`src/rtl/data_mem_responder_if.sv`:
```
// Request/response bundle between the core's MEM stage and the data memory responder.
// The core holds its request until ack; busy covers the whole outstanding window.
interface data_mem_responder_if #(
    parameter int WORD_W = 16,
    parameter int ADDR_W = 16
);
    logic              mem_read;
    logic              mem_write;
    logic [ADDR_W-1:0] address;
    logic [WORD_W-1:0] data_in;
    logic [WORD_W-1:0] data_out;
    logic              ack;
    logic              busy;
    logic              req_err;

    modport master (
        output mem_read, mem_write, address, data_in,
        input  data_out, ack, busy, req_err
    );

    modport slave (
        input  mem_read, mem_write, address, data_in,
        output data_out, ack, busy, req_err
    );
endinterface

```
`src/rtl/data_mem_responder.sv`:
```
// Word-addressed data RAM that answers single read/write requests after a fixed
// LATENCY, signalling completion with a one-cycle ack while busy stalls the core.
module data_mem_responder #(
    parameter int WORD_W     = 16,
    parameter int ADDR_W     = 16,
    parameter int DEPTH_LOG2 = 8,
    parameter int LATENCY    = 2
) (
    input  logic                  clk,
    input  logic                  reset,
    data_mem_responder_if.slave   bus
);
    localparam int         DEPTH  = 1 << DEPTH_LOG2;
    localparam logic [3:0] LAT_M1 = 4'(LATENCY - 1);

    typedef enum logic [1:0] {IDLE, WAIT, RESP} state_t;

    state_t                  state_reg;
    logic [3:0]              cnt_reg;
    logic                    op_write_reg;
    logic [DEPTH_LOG2-1:0]   addr_reg;
    logic [WORD_W-1:0]       wdata_reg;
    logic [WORD_W-1:0]       data_out_reg;
    logic                    ack_reg;
    logic                    busy_reg;
    logic                    err_reg;

    logic [WORD_W-1:0]       ram [0:DEPTH-1];

    logic                    req;
    logic                    enter_resp;
    logic                    cur_write;
    logic [DEPTH_LOG2-1:0]   cur_addr;
    logic [WORD_W-1:0]       cur_data;

    // Only the low address bits select a word; the rest alias.
    generate
        if (ADDR_W > DEPTH_LOG2) begin : g_addr_alias
            logic unused_addr_bits;
            assign unused_addr_bits = ^bus.address[ADDR_W-1:DEPTH_LOG2];
        end
    endgenerate

    assign req = bus.mem_read | bus.mem_write;

    // With LATENCY=1 the RAM access happens on the accept edge itself, so the
    // live request fields feed the RAM instead of the (not yet loaded) latches.
    always_comb begin
        cur_write  = op_write_reg;
        cur_addr   = addr_reg;
        cur_data   = wdata_reg;
        enter_resp = 1'b0;
        if (state_reg == IDLE) begin
            cur_write = bus.mem_write;
            cur_addr  = bus.address[DEPTH_LOG2-1:0];
            cur_data  = bus.data_in;
        end
        if (!reset) begin
            if (state_reg == IDLE && req && LATENCY == 1)
                enter_resp = 1'b1;
            else if (state_reg == WAIT && cnt_reg == 4'd1)
                enter_resp = 1'b1;
        end
    end

    always_ff @(posedge clk) begin
        if (enter_resp && cur_write)
            ram[cur_addr] <= cur_data;
    end

    // Registered RAM read doubles as the held data_out register.
    always_ff @(posedge clk) begin
        if (reset)
            data_out_reg <= '0;
        else if (enter_resp && !cur_write)
            data_out_reg <= ram[cur_addr];
    end

    always_ff @(posedge clk) begin
        if (reset) begin
            state_reg    <= IDLE;
            cnt_reg      <= 4'd0;
            op_write_reg <= 1'b0;
            addr_reg     <= '0;
            wdata_reg    <= '0;
            ack_reg      <= 1'b0;
            busy_reg     <= 1'b0;
            err_reg      <= 1'b0;
        end else begin
            case (state_reg)
                IDLE: begin
                    ack_reg <= 1'b0;
                    if (req) begin
                        op_write_reg <= bus.mem_write;
                        addr_reg     <= bus.address[DEPTH_LOG2-1:0];
                        wdata_reg    <= bus.data_in;
                        cnt_reg      <= LAT_M1;
                        busy_reg     <= 1'b1;
                        if (bus.mem_read && bus.mem_write)
                            err_reg <= 1'b1;
                        if (LATENCY == 1) begin
                            state_reg <= RESP;
                            ack_reg   <= 1'b1;
                        end else begin
                            state_reg <= WAIT;
                        end
                    end
                end
                WAIT: begin
                    cnt_reg <= cnt_reg - 4'd1;
                    if (cnt_reg == 4'd1) begin
                        state_reg <= RESP;
                        ack_reg   <= 1'b1;
                    end
                end
                RESP: begin
                    ack_reg   <= 1'b0;
                    busy_reg  <= 1'b0;
                    state_reg <= IDLE;
                end
                default: begin
                    ack_reg   <= 1'b0;
                    busy_reg  <= 1'b0;
                    state_reg <= IDLE;
                end
            endcase
        end
    end

    assign bus.data_out = data_out_reg;
    assign bus.ack      = ack_reg;
    assign bus.busy     = busy_reg;
    assign bus.req_err  = err_reg;
endmodule

```
`src/flat_wrapper.sv`:
```
// flat-port wrapper written by rule: the top's interface ports become plain ports
module data_mem_responder_flat 
#(
    parameter int WORD_W     = 16,
    parameter int ADDR_W     = 16,
    parameter int DEPTH_LOG2 = 8,
    parameter int LATENCY    = 2
)
  (clk, reset, bus_mem_read, bus_mem_write, bus_address, bus_data_in, bus_data_out, bus_ack, bus_busy, bus_req_err);
  data_mem_responder_if #(.WORD_W(WORD_W), .ADDR_W(ADDR_W)) bus_i ();
  input  logic clk;
  input  logic reset;
  input wire logic [$bits(bus_i.mem_read)-1:0] bus_mem_read;
  input wire logic [$bits(bus_i.mem_write)-1:0] bus_mem_write;
  input wire logic [$bits(bus_i.address)-1:0] bus_address;
  input wire logic [$bits(bus_i.data_in)-1:0] bus_data_in;
  output wire logic [$bits(bus_i.data_out)-1:0] bus_data_out;
  output wire logic [$bits(bus_i.ack)-1:0] bus_ack;
  output wire logic [$bits(bus_i.busy)-1:0] bus_busy;
  output wire logic [$bits(bus_i.req_err)-1:0] bus_req_err;
  assign bus_i.mem_read = bus_mem_read;
  assign bus_i.mem_write = bus_mem_write;
  assign bus_i.address = bus_address;
  assign bus_i.data_in = bus_data_in;
  assign bus_data_out = bus_i.data_out;
  assign bus_ack = bus_i.ack;
  assign bus_busy = bus_i.busy;
  assign bus_req_err = bus_i.req_err;
  data_mem_responder #(.WORD_W(WORD_W), .ADDR_W(ADDR_W), .DEPTH_LOG2(DEPTH_LOG2), .LATENCY(LATENCY)) u_core (.clk(clk), .reset(reset), .bus(bus_i));
endmodule
```
`config.mk`:
```
export PLATFORM = sky130hd
export DESIGN_NAME = data_mem_responder_flat
export DESIGN_NICKNAME = d
export VERILOG_FILES = /design/src/rtl/data_mem_responder_if.sv /design/src/rtl/data_mem_responder.sv /design/src/flat_wrapper.sv
export SDC_FILE = /design/constraint.sdc
export NUM_CORES = 2
export LEC_CHECK = 0
export CORE_MARGIN = 2
export CORE_UTILIZATION = 50
export CTS_BUF_LIST = sky130_fd_sc_hd__clkbuf_16
export CTS_CLUSTER_DIAMETER = 60
export DETAILED_ROUTE_END_ITERATION = 6
export GPL_ROUTABILITY_DRIVEN = 1
export PLACE_DENSITY = 0.73
export REMOVE_ABC_BUFFERS = 1
export SYNTH_ARGS = -nofsm -noshare
export SYNTH_HDL_FRONTEND = slang
export SYNTH_SLANG_ARGS = --single-unit
```
`constraint.sdc`:
```
create_clock -name clk -period 8 [get_ports clk]
set_input_delay 2.4 -clock clk [delete_from_list [all_inputs] [get_ports clk]]
set_output_delay 2.4 -clock clk [all_outputs]
set_load 0.03 [all_outputs]
```
### Yosys cells after proc, flatten, opt, wreduce, memory -nomap -nowiden

Memories as Yosys holds them, arrays and structs flattened. A register that Yosys moved wholly into a read port is not among the register bits.
Index checks and enable logic that the tools add are counted.
W data, S select, Z words.

| word-level totals | value |
|---|---|
| memory bits (writable) | 4096 |
| output and inout bits | 19 |
| word-level logic and storage cells | 43 |
| memories | 1 |
| bits in registers | 34 |

| operators by class | value |
|---|---|
| muxes and demuxes | 14 |
| equality and inequality tests | 4 |
| bitwise gates (word level) | 2 |
| reduce and logical (&&, ||, !) cells | 13 |
| $add $sub $neg | 1 |

Memory list:

| memory | words | width | read ports | clocked after Yosys merged registers in | write ports | line | text |
|---|---|---|---|---|---|---|---|
| u_core.ram | 256 | 16 | 1 | 1 | 1 | data_mem_responder.sv:28 | `logic [WORD_W-1:0] ram [0:DEPTH-1];` |

Operator list:

| cell | number |
|---|---|
| $mux W16 | 1 |
| $mux W8 | 1 |
| $pmux W4 S2 | 1 |
| $reduce_and A2 Y1 | 4 |
| $mux W1 | 6 |
| $eq A4 B1 Y1 const B | 1 |
| $logic_and A1 B1 Y1 | 4 |
| $mux W2 | 2 |
| $mux W4 | 1 |
| $pmux W2 S2 | 1 |
| $sub A4 B1 Y4 const B | 1 |
| $reduce_and A3 Y1 | 1 |
| $eq A2 B1 Y1 const B | 1 |
| $logic_not A2 Y1 | 1 |
| $ne A2 B1 Y1 const B | 1 |
| $ne A2 B2 Y1 const B | 1 |
| $pmux W1 S2 | 1 |
| $reduce_bool A2 Y1 | 1 |
| $reduce_or A2 Y1 | 1 |
| $logic_not A1 Y1 | 1 |
| $not A1 Y1 | 1 |
| $or A1 B1 Y1 | 1 |

### Longest topological paths before layout

| logic depth | value |
|---|---|
| word-level depth | 7 |
| gate-level depth with buffers | 13 |

### Worst setup path after synthesis

Ideal clock, no wire load.

| timing path | value |
|---|---|
| path kind | input-to-reg |
| start | input bus_data_in[10] |
| end | memory u_core.ram[0][10] (data pin) |
| required time | 7.177 ns |
| setup time | 0.823 ns |
| arrival | 5.497 ns |
| stages on the path | 2 |
| slack | 1.681 ns |
| path through | nand2_1 nand2_1 |

| between the ends | value |
|---|---|
| cells in the longest elaborated chain, start to end | 1 |

RTL lines:

| what | line | text |
|---|---|---|
| from (decl) | flat_wrapper.sv:16 | `input wire logic [$bits(bus_i.data_in)-1:0] bus_data_in;` |
| $mux W16 | data_mem_responder.sv:53 | `if (state_reg == IDLE) begin` |
| via u_core.cur_data[10] | data_mem_responder.sv:34 | `logic [WORD_W-1:0] cur_data;` |
| to (decl) | data_mem_responder.sv:28 |  |

The timed path passes the listed nets, and every way through them passes these cells.

### Worst setup path in the final report

| timing path | value |
|---|---|
| start | input bus_address[1] |
| end | register u_core.data_out_reg[5] (netlist: u_core.bus.data_out[5]) (read register of u_core.ram) |

| between the ends | value |
|---|---|
| cells in the longest elaborated chain, start to end | 1 |

RTL lines:

| what | line | text |
|---|---|---|
| from (decl) | flat_wrapper.sv:15 | `input wire logic [$bits(bus_i.address)-1:0] bus_address;` |
| $mux W8 | data_mem_responder.sv:53 |  |
| to (decl) | data_mem_responder.sv:23 | `logic [WORD_W-1:0] data_out_reg;` |

No other way between the ends.
A chain may end at the register's enable or synchronous reset.

==> flow_summary.toml <==
[detailed_routing]
wl_per_cell_um = 30.6
dr_total_vias = 90100
drtPass1Iterations = 7
drc = 3
drt_iter0_drc = 15500
routed_via_density = 6.63
ant_nets = 0
drt_wl_total_mm = 415

[layout]
area_growth_pct = 13.5
utilization_pct = 56.9
layout.nets = 9182
largest_reg_flops = 4096
layout_commonest_cell = "edfxtp_1"
fill_cells = 22000
layout_common_cells = "4096 x edfxtp_1, 2050 x a22oi_1, 1085 x a21oi_1"
drive_gt1_share_pct = 12.4
design_area_um2 = 174000

[clock_tree]
post-cts-setup-buffers = 0
clk_latency_ps = 930
cts_tree = "yes"
clk_pin_slew_ps = 60
cts_buffer_depth = 4
root_buffer = "clkbuf_16"
cts_made_buffers = 402
ctsHoldBuffers = 0
cts_sinks = 4146
cts_resized = 0
h-tree-depth = 5

[global_route]
grt_pass1_wl_mm = 593
grt_max_degree = 209
track_usage_pct = 26.0
grt_overflow_total = 0
grt_pass1_vias = 86000
antenna_found_initial = 11

[yosys]
avgSynthCellArea_um2 = 17.4
yosysSeqAreaShare_pct = 81.0
synth_cell_types = 45
synth_warnings = 0
yosysTopAreaCellShare_pct = 80.3
syn_inst = 8788
synthTopCellsByArea = "edfxtp_1 80%, a22oi_1 10%, a21oi_1 3.5%"
synth_area_um2 = 153000
synth-seq-cells = 4146
synth_largest_area_cell = "edfxtp_1"

[placement]
io_buffers = 46
gp_congestion = 0.886
dpl_worst_slack_ps = 1090
dp_hpwl_mm = 234
placedInstanceArea_um2 = 161000

[timing]
hold_violations = 0
finalClockSkew_ps = 56.8
post-route-period-util_pct = 78.8
slew_headroom_pct = 6.99
tightest_slew_ps = 1380
rsz0062_at_grt = "no"
setup_viol = 0
holdWs_ps = 457
setup_ws_ps = 1690
fin_crit_ps = 6310
fmax_mhz = 159
setup_tns_ps = 0
slew_violations = 0

[floorplanning]
die_w_um = 557
dieArea_um2 = 311000
ioPinCount = 55
start_util_pct = 50.1
die_h_um = 557
rows = 203
core-area_um2 = 305000

[run_status]
violations = "design-rule violations"
status = "finished with violations"

[flow_run]
cap_violations = 0

[critical_path]
crit_path_start_kind = "input port"
critPathRequiredTime_ps = 8740
criticalPathCategory = "in2reg"
cp-end-kind = "flop"
critPathMaxFanout = 32
worstPathArrival_ps = 7050

[power]
max-vdd-ir-drop_mv = 0.203
power.density_nw_per_um2 = 272
power.leakage_nw = 53.4

[worst_hold_path]
hold_path.class = "reg2reg"
area by class of cell:
cell class | count | area, µm² | share of cell area (%)
tap | 4100 | 5130 | 2.95
clock inverter | 319 | 2430 | 1.40
antenna | 13 | 32.5 | 0.0187
multi-input combinational | 3976 | 26200 | 15.1
clock buffer | 410 | 10300 | 5.90
inverter | 8 | 30.0 | 0.0173
sequential | 4146 | 124000 | 71.4
timing repair buffer | 610 | 5640 | 3.24
per-stage QoR:
step | total power [mW] | std cells
6_report | 47.3 | 13600
5_1_grt | 48.4 | 13600
3_5_place_dp | 29.4 | 12800
2_1_floorplan | 28.6 | 8130
4_1_cts | 47.3 | 13600
3_3_place_gp | 29.3 | 12800
Yosys cell counts (all sizes together):
master	number
nand2	134
or2	2
a41oi	32
o21a	7
nor2	286
edfxtp	4096
a31oi	2
o31ai	4
nand2b	7
a22oi	2050
nor3	5
o31a	1
inv	8
dfxtp	50
o211ai	1
ha	2
o21bai	1
clkbuf	155
or4	1
buf	503
a21oi	1085
o21ai	12
or3	2
nor3b	2
mux2i	1
nand3	26
or4b	2
a311oi	13
nand3b	4
and3	1
nand4	29
a211oi	4
nor4	9
mux2	1
o41ai	250
worst max-delay path, stage by stage:
cell and delay, ps:
clkdlybuf4s50_1 560, or4b_1 200, o21ai_4 350, buf_12 340
buf_4 250, a22oi_1 200, a21oi_1 90, o41ai_1 990
nand4_1 650, a21oi_1 730, a311oi_1 200
cells by family (layout without fill, tap and decap cells):
family,count (synthesis),after routing,share of synthesized area [%]
adders and majority gates,2,2,0.0163
buffers and inverters,666,1347,2.12
other,0,13,0
muxes,2,2,0.0139
DFF,4146,4146,81.0
and+or+nand+nor,510,510,1.40
AOI/OAI and AO/OA,3462,3462,15.4
report_power, final:
part           switching, mW  internal (mW)  total [mW]
registers             0.0250           24.5        24.5
clock network           7.85           10.4        18.2
logic                   3.48           1.07        4.55
total                   11.3           35.9        47.3
worst paths after layout:
| check | from | endpoint | slack (ps) | depth (start not counted) |
|---|---|---|---|---|
| max reg2reg | u_core.state_reg[1] | u_core.bus.data_out[0] | 2940 | 10 |
| min | u_core.wdata_reg[7] | u_core.wdata_reg[7] | 460 | 2 |
| min reg2reg | u_core.wdata_reg[7] | u_core.wdata_reg[7] | 460 | 2 |
| max | bus_address[1] | u_core.bus.data_out[5] | 1690 | 11 |
metal layers:
layer  global-route usage [%]  routed length (µm)  vias to the layer above
met1                     34.7              149000                    45400
li1                         -                   -                    37300
met4                     13.4               23700                        8
met3                     5.59               48300                     1011
met5                        0                  52                        -
met2                     40.4              194000                     6389
(Power assumes the default switching activity.)
